File: src/rtl/crc_check.sv
// Receive-side CRC-8 checker. Captures a {data, crc} frame, divides the
// whole frame by the generator one bit per cycle, and reports whether the
// remainder is zero. Also keeps saturating frame/error/drop counters.
module crc_check #(
    parameter int                    LENGTH_DATA = 48,
    parameter int                    LENGTH_GEN  = 9,
    parameter logic [LENGTH_GEN-1:0] POLY        = 9'h131,
    parameter int                    CNT_W       = 16
) (
    input  logic                          clk,
    input  logic                          rst,
    input  logic [LENGTH_DATA+LENGTH_GEN-2:0] frame_in,
    input  logic                          frame_valid,
    output logic                          busy,
    output logic                          done,
    output logic                          crc_ok,
    output logic [LENGTH_DATA-1:0]        data_out,
    output logic [LENGTH_GEN-2:0]         rx_crc,
    output logic [LENGTH_GEN-2:0]         calc_rem,
    output logic [CNT_W-1:0]              frame_cnt,
    output logic [CNT_W-1:0]              err_cnt,
    output logic [CNT_W-1:0]              drop_cnt
);

    localparam int REM_W = LENGTH_GEN - 1;
    localparam int FW    = LENGTH_DATA + REM_W;
    localparam int IDX_W = $clog2(FW);

    localparam logic [IDX_W-1:0] IDX_TOP = IDX_W'(FW - 1);
    localparam logic [IDX_W-1:0] IDX_ONE = IDX_W'(1);
    localparam logic [CNT_W-1:0] CNT_ONE = CNT_W'(1);
    localparam logic [REM_W-1:0] POLY_LO = POLY[REM_W-1:0];

    typedef enum logic [1:0] {
        IDLE,
        LOAD,
        SHIFT,
        REPORT
    } state_t;

    state_t            state;
    state_t            state_next;
    logic [FW-1:0]     frame_reg;
    logic [REM_W-1:0]  rem;
    logic [IDX_W-1:0]  idx;

    // State register; reset returns the checker to IDLE immediately.
    always_ff @(posedge clk) begin
        if (rst) begin
            state <= IDLE;
        end else begin
            state <= state_next;
        end
    end

    // Next-state logic: one load cycle, FW shift cycles, one report cycle.
    always_comb begin
        state_next = state;
        busy       = 1'b1;
        case (state)
            IDLE: begin
                busy = 1'b0;
                if (frame_valid) begin
                    state_next = LOAD;
                end
            end
            LOAD: begin
                state_next = SHIFT;
            end
            SHIFT: begin
                if (idx == '0) begin
                    state_next = REPORT;
                end
            end
            REPORT: begin
                state_next = IDLE;
            end
            default: begin
                state_next = IDLE;
            end
        endcase
    end

    // Frame capture and bit-serial long division of the whole frame.
    always_ff @(posedge clk) begin
        if (rst) begin
            frame_reg <= '0;
            rem       <= '0;
            idx       <= '0;
        end else begin
            case (state)
                IDLE: begin
                    if (frame_valid) begin
                        frame_reg <= frame_in;
                    end
                end
                LOAD: begin
                    rem <= '0;
                    idx <= IDX_TOP;
                end
                SHIFT: begin
                    rem <= {rem[REM_W-2:0], frame_reg[idx]} ^ (rem[REM_W-1] ? POLY_LO : '0);
                    if (idx != '0) begin
                        idx <= idx - IDX_ONE;
                    end
                end
                default: begin
                end
            endcase
        end
    end

    // Result registers and statistics; results only move in REPORT.
    always_ff @(posedge clk) begin
        if (rst) begin
            done      <= 1'b0;
            crc_ok    <= 1'b0;
            data_out  <= '0;
            rx_crc    <= '0;
            calc_rem  <= '0;
            frame_cnt <= '0;
            err_cnt   <= '0;
            drop_cnt  <= '0;
        end else begin
            done <= 1'b0;
            if (state == REPORT) begin
                done     <= 1'b1;
                crc_ok   <= (rem == '0);
                calc_rem <= rem;
                data_out <= frame_reg[FW-1:REM_W];
                rx_crc   <= frame_reg[REM_W-1:0];
                if (frame_cnt != '1) begin
                    frame_cnt <= frame_cnt + CNT_ONE;
                end
                if ((rem != '0) && (err_cnt != '1)) begin
                    err_cnt <= err_cnt + CNT_ONE;
                end
            end
            if (frame_valid && busy && (drop_cnt != '1)) begin
                drop_cnt <= drop_cnt + CNT_ONE;
            end
        end
    end

endmodule

File: config.mk
export PLATFORM = sky130hd
export DESIGN_NAME = crc_check
export DESIGN_NICKNAME = d
export VERILOG_FILES = /design/src/rtl/crc_check.sv
export SDC_FILE = /design/constraint.sdc
export NUM_CORES = 1
export LEC_CHECK = 0
export ABC_AREA = 1
export BUFFER_PORTS_ARGS = -buffer_cell sky130_fd_sc_hd__buf_2
export CAP_MARGIN = 15
export CORE_MARGIN = 2
export CORE_UTILIZATION = 45
export DETAILED_ROUTE_END_ITERATION = 12
export GPL_ROUTABILITY_DRIVEN = 1
export PLACE_DENSITY = 0.69
export SYNTH_ARGS = -nofsm -noshare
export SYNTH_HDL_FRONTEND = slang
export SYNTH_SLANG_ARGS = --single-unit
File: constraint.sdc
create_clock -name clk -period 2.2 [get_ports clk]
set_clock_uncertainty 0.1 [all_clocks]
set_input_delay 0 -clock clk [delete_from_list [all_inputs] [get_ports clk]]
set_output_delay 0 -clock clk [all_outputs]
set_load 0.05 [all_outputs]
# [Word-level counts from Yosys, hierarchy flattened]
# Cells that the tools add are included.
[word_totals] elab_cells=52 output_inout_bits=115 ff_bits=186 input_bits=59
[classes] add_sub_neg=4 order_cmp=1 reduce_logical=14 bitwise=1 eq_ne=9 n_mux=11
[ops] cell="$add A16 B1 Y16 const B" n=3
[ops] cell="$ne A16 B16 Y1 const B" n=3
[ops] cell="$pmux W8 S2" n=1
[ops] cell="$mux W6" n=2
[ops] cell="$pmux W6 S2" n=1
[ops] cell="$reduce_and A2 Y1" n=5
[ops] cell="$logic_not A8 Y1" n=1
[ops] cell="$pmux W2 S4" n=1
[ops] cell="$reduce_bool A8 Y1" n=1
[ops] cell="$xor A8 B6 Y8" n=1
[ops] cell="$lt A6 B7 Y1 const B" n=1
[ops] cell="$bmux W1 S6" n=1
[ops] cell="$logic_not A6 Y1" n=1
[ops] cell="$ne A2 B2 Y1 const B" n=3
[ops] cell="$reduce_bool A6 Y1" n=1
[ops] cell="$sub A6 B1 Y6 const B" n=1
[ops] cell="$eq A2 B2 Y1 const B" n=2
[ops] cell="$mux W2" n=2
[ops] cell="$logic_and A1 B1 Y1" n=3
[ops] cell="$mux W1" n=3
[ops] cell="$eq A2 B1 Y1 const B" n=1
[ops] cell="$logic_not A2 Y1" n=1
[ops] cell="$reduce_bool A2 Y1" n=1

# [Longest topological paths before layout]
[logic_depth] depth_word=4 depth_mapped=17 mapped_depth_nobuf=15

# [Least setup slack after synthesis]
# OpenSTA, ideal clock, no wires.
[synth_path] path_kind="register -> register" from="reg err_cnt[0]" to="reg err_cnt[12]" required_time_ns=2.030 path_slack_ns=0.060 arrival_ns=1.970 path_buffers=1 setup_time_ns=0.070 synth_period_minus_slack_ns=2.140 stages_incl_launch_ff=13 cell_sequence="dfxtp_1 > ha_1 > inv_1 > nor4_4 > nand2_1 > nor2_2 > nand2_1 > nand2_2 > inv_2 > buf_6 > nand2_1 > o21ai_1 > a21oi_1"
[synth_via] elab_chain_cells=3 word_cells_on_any_way=4 classes_between="add/sub (1); eq/ne (1); reduce/logical (2)"
[synth_lines] element="start, declared" line_no="21" source="output logic [CNT_W-1:0] err_cnt,"
[synth_lines] element="start signal, assigned" line_no="136" source="err_cnt <= err_cnt + CNT_ONE;"
[synth_lines] element="branches (longest 3 deep; another with $add A16 B1 Y16)"
# Parallel ways; which one is timed is not known.
# A chain may end at the register's enable or synchronous reset.

# [Worst setup path in the final report]
[layout_path] from="reg state[1]" to="reg frame_reg[14]"
[layout_via] elab_chain_cells=2
[layout_lines] element="start, declared" line_no="41" source="state_t state;"
[layout_lines] element="start signal, assigned" line_no="52" source="state <= state_next;"
[layout_lines] element="$logic_not A2 Y1" line_no="91" source="case (state)"
[layout_lines] element="$reduce_and A2 Y1 (no source line)"
[layout_lines] element="end signal, assigned" line_no="94" source="frame_reg <= frame_in;"
[layout_lines] element="end, declared" line_no="43" source="logic [FW-1:0] frame_reg;"
# Every way passes these cells.

==> results.sh <==
export IMPL_status="finished, final reports clean"
export IMPL_finalSetupViolCount=0
export IMPL_min_path_cells=3
export IMPL_min_period_ns=2.026
export IMPL_rr_worst_depth=7
export IMPL_most_common_layout_cells="dfxtp_1, buf_2, nand2_1"
export IMPL_cp_start_kind="flip-flop"
export IMPL_power_density_nw_per_um2=1115
export IMPL_drt_wl_total_um=21000
export IMPL_grt_pass1_wl_um=33950
export IMPL_initial_core_util_pct=45.69
export IMPL_layout_setup_ws_ns=0.1740
export IMPL_core_um2=17120
export IMPL_wire_per_inst_um=13.69
export IMPL_dieHeight_um=135.8
export IMPL_grt_pass1_vias=7134
export IMPL_cts_buffers=17
export IMPL_num_antenna_cells=0
export IMPL_criticalPathCategory="reg -> reg"
export IMPL_end_kind="flip-flop"
export IMPL_port_buffers=173
export IMPL_largest_register_ffs=56
export IMPL_clock_path_buffers=2
export IMPL_rows=48
export IMPL_power_mw=11.33
export IMPL_clock_power_share_pct=26.8
export IMPL_slew_violations=0
export IMPL_synth_distinct_cells=36
export IMPL_maxCapViolCount=0
export IMPL_setup_tns_ns=0
export IMPL_die_area_um2=18450
export IMPL_firstDrtPassIters=4
export IMPL_ys_seq_elements=186
export IMPL_syn_area_um2=7821
export IMPL_vias=7767
export IMPL_cts_sinks=186
export IMPL_p_leak_nw=4.481
export IMPL_finalNetCount=1364
export IMPL_ant_nets=0
export IMPL_seqPwrFrac_pct=37.5
export IMPL_arrival_ns=2.24
export IMPL_rsz0062_at_grt="false"
export IMPL_relSlewSlack_pct=50.47
export IMPL_final_common_cell="dfxtp_1"
export IMPL_overflow=0
export IMPL_htreeDepth=4
export IMPL_p_int_mw=6.889
export IMPL_drive_gt1_share_pct=18.87
export IMPL_hold_violations=0
export IMPL_grt_max_degree=83
export IMPL_peakVddDrop_v=0.0007191
export IMPL_netlist_instances=1075
export IMPL_post_route_period_util_pct=92.09
export IMPL_fillers=1612
export IMPL_utilization_pct=59.36
export IMPL_area_growth_syn_to_layout_pct=29.92
export IMPL_required_ns=2.41
export IMPL_synth_nets=1143
export IMPL_dp_hpwl_um=14140
export IMPL_grt_usage_pct=22.80
export IMPL_power_frac_comb_pct=35.8
export IMPL_tightest_slew_ns=0.7430
export IMPL_crit_path_max_fanout=13
export IMPL_antenna_found_initial=0
export IMPL_worst_skew_pair_late_latency_ns=0.43
export IMPL_yosys_warnings=0
export IMPL_hold_ws_ns=0.02181
export IMPL_place_gp_congestion=0.8754
export IMPL_ys_seq_area_share_pct=47.61
export IMPL_switching_share_pct=39.18
export IMPL_die_w_um=135.8
export IMPL_pre_cts_slack_ns=0.1444
export IMPL_clkTransAtPathRegs_ns=0.06
export IMPL_drt_initial_drc_count=390
export IMPL_switching_power_mw=4.439
export IMPL_drc=0
export IMPL_cts_root_buf="clkbuf_16"
export IMPL_cts_tree="built"
export IMPL_fmax_mhz=493.6
export IMPL_syn_avg_cell_area_um2=7.276
export IMPL_drt_vias_per_instance=5.063
export IMPL_hp_class="in -> reg"
export IMPL_io_pins=174
==> metal layers <==
| metal | global-route usage, % | up-vias | part of all wire [%] |
|---|---|---|---|
| met4 | 7.234 | 0 | 1.7 |
| met2 | 38.64 | 189 | 48 |
| met1 | 29.79 | 3587 | 46 |
| met5 | 0 | - | 0 |
| met3 | 3.691 | 26 | 4.0 |
| li1 | - | 3965 | - |
==> power by group through the flow <==
stage	clock (mW)	sequential [mW]	combinational (mW)
final	3.03	4.24	4.05
after CTS	3.08	4.24	4.00
after global routing	3.24	4.30	4.50
after floorplan	0	5.04	2.10
after detailed placement	0	4.31	3.88
after global placement	0	4.29	3.83
==> metrics by stage <==
step                      cell area, µm²  cells
after floorplan                     7821   1075
after global placement              8939   1439
after global routing               10160   1534
after CTS                          10120   1531
after detailed placement            8939   1439
final                              10160   1534
==> path summary, 6_finish.rpt <==
path                           start                          to  slack [ns]
min reg2reg  err_cnt[8]$_SDFFE_PP0P_     err_cnt[8]$_SDFFE_PP0P_        0.37
max            state[1]$_SDFFE_PP0P_  frame_reg[14]$_SDFFE_PP0P_        0.17
min                              rst   drop_cnt[15]$_SDFFE_PP0P_        0.02
max reg2reg    state[1]$_SDFFE_PP0P_  frame_reg[14]$_SDFFE_PP0P_        0.17
==> timing repair <==
action	4_1_cts	5_1_grt
hold endpoints to repair	58	0
gates resized for setup	0	5
setup endpoints to repair	0	7
hold buffers	60	0
setup buffers	0	3
==> synthesized netlist by cell type <==
cell type,instances,area share [%]
a211oi_1,1,0.096
a21oi_1,145,9.3
a221oi_1,1,0.11
a311oi_1,2,0.22
a31oi_1,2,0.16
buf_1,2,0.096
buf_2,9,0.58
buf_4,4,0.38
buf_6,1,0.14
clkbuf_1,42,2.0
clkinv_1,4,0.19
dfxtp_1,186,48
ha_1,9,1.4
inv_1,110,5.3
inv_2,4,0.19
nand2_1,169,8.1
nand2_2,2,0.16
nand3_1,53,3.4
nand3b_1,2,0.19
nand4_1,9,0.72
nor2_1,119,5.7
nor2_2,1,0.080
nor3_1,20,1.3
nor3_2,1,0.13
nor3b_1,2,0.19
nor4_1,4,0.32
nor4_4,1,0.27
o211ai_1,3,0.29
o21a_1,2,0.19
o21ai_0,150,9.6
o21ai_1,1,0.064
o21ba_2,1,0.13
o31ai_1,1,0.096
or2_2,2,0.16
xnor2_1,5,0.56
xor2_1,5,0.56
==> logic make-up (layout without fill, tap and decap cells) <==
| kind of cell | Yosys count | after routing | synth area share, % |
|---|---|---|---|
| and+or+nand+nor | 385 | 385 | 20.72 |
| DFF | 186 | 186 | 47.61 |
| adders and majority gates | 9 | 9 | 1.440 |
| xor gates and xnor gates | 10 | 10 | 1.120 |
| AOI/OAI and AO/OA | 309 | 309 | 20.24 |
| buffers and inverters | 176 | 410 | 8.879 |
==> worst max-delay path: stages (launching register included) <==
cell	delay, ns
dfxtp_2	0.35
inv_1	0.08
ha_1	0.25
nand2_4	0.14
buf_4	0.20
o21ai_0	0.17
a21oi_1	0.06
dlygate4sd3_1	0.56
==> cell type report <==
type                    instances  area (µm²)  area share (%)
flip-flops and latches        186        3725           36.66
multi-input cells             713        3431           33.76
repair buffers                260        1698           16.71
clock buffers                  22       464.2           4.568
inverters                     118       444.2           4.371
well taps                     225       281.5           2.771
clock inverters                10       117.6           1.157
No activity file was read; power rests on OpenSTA's default activity.
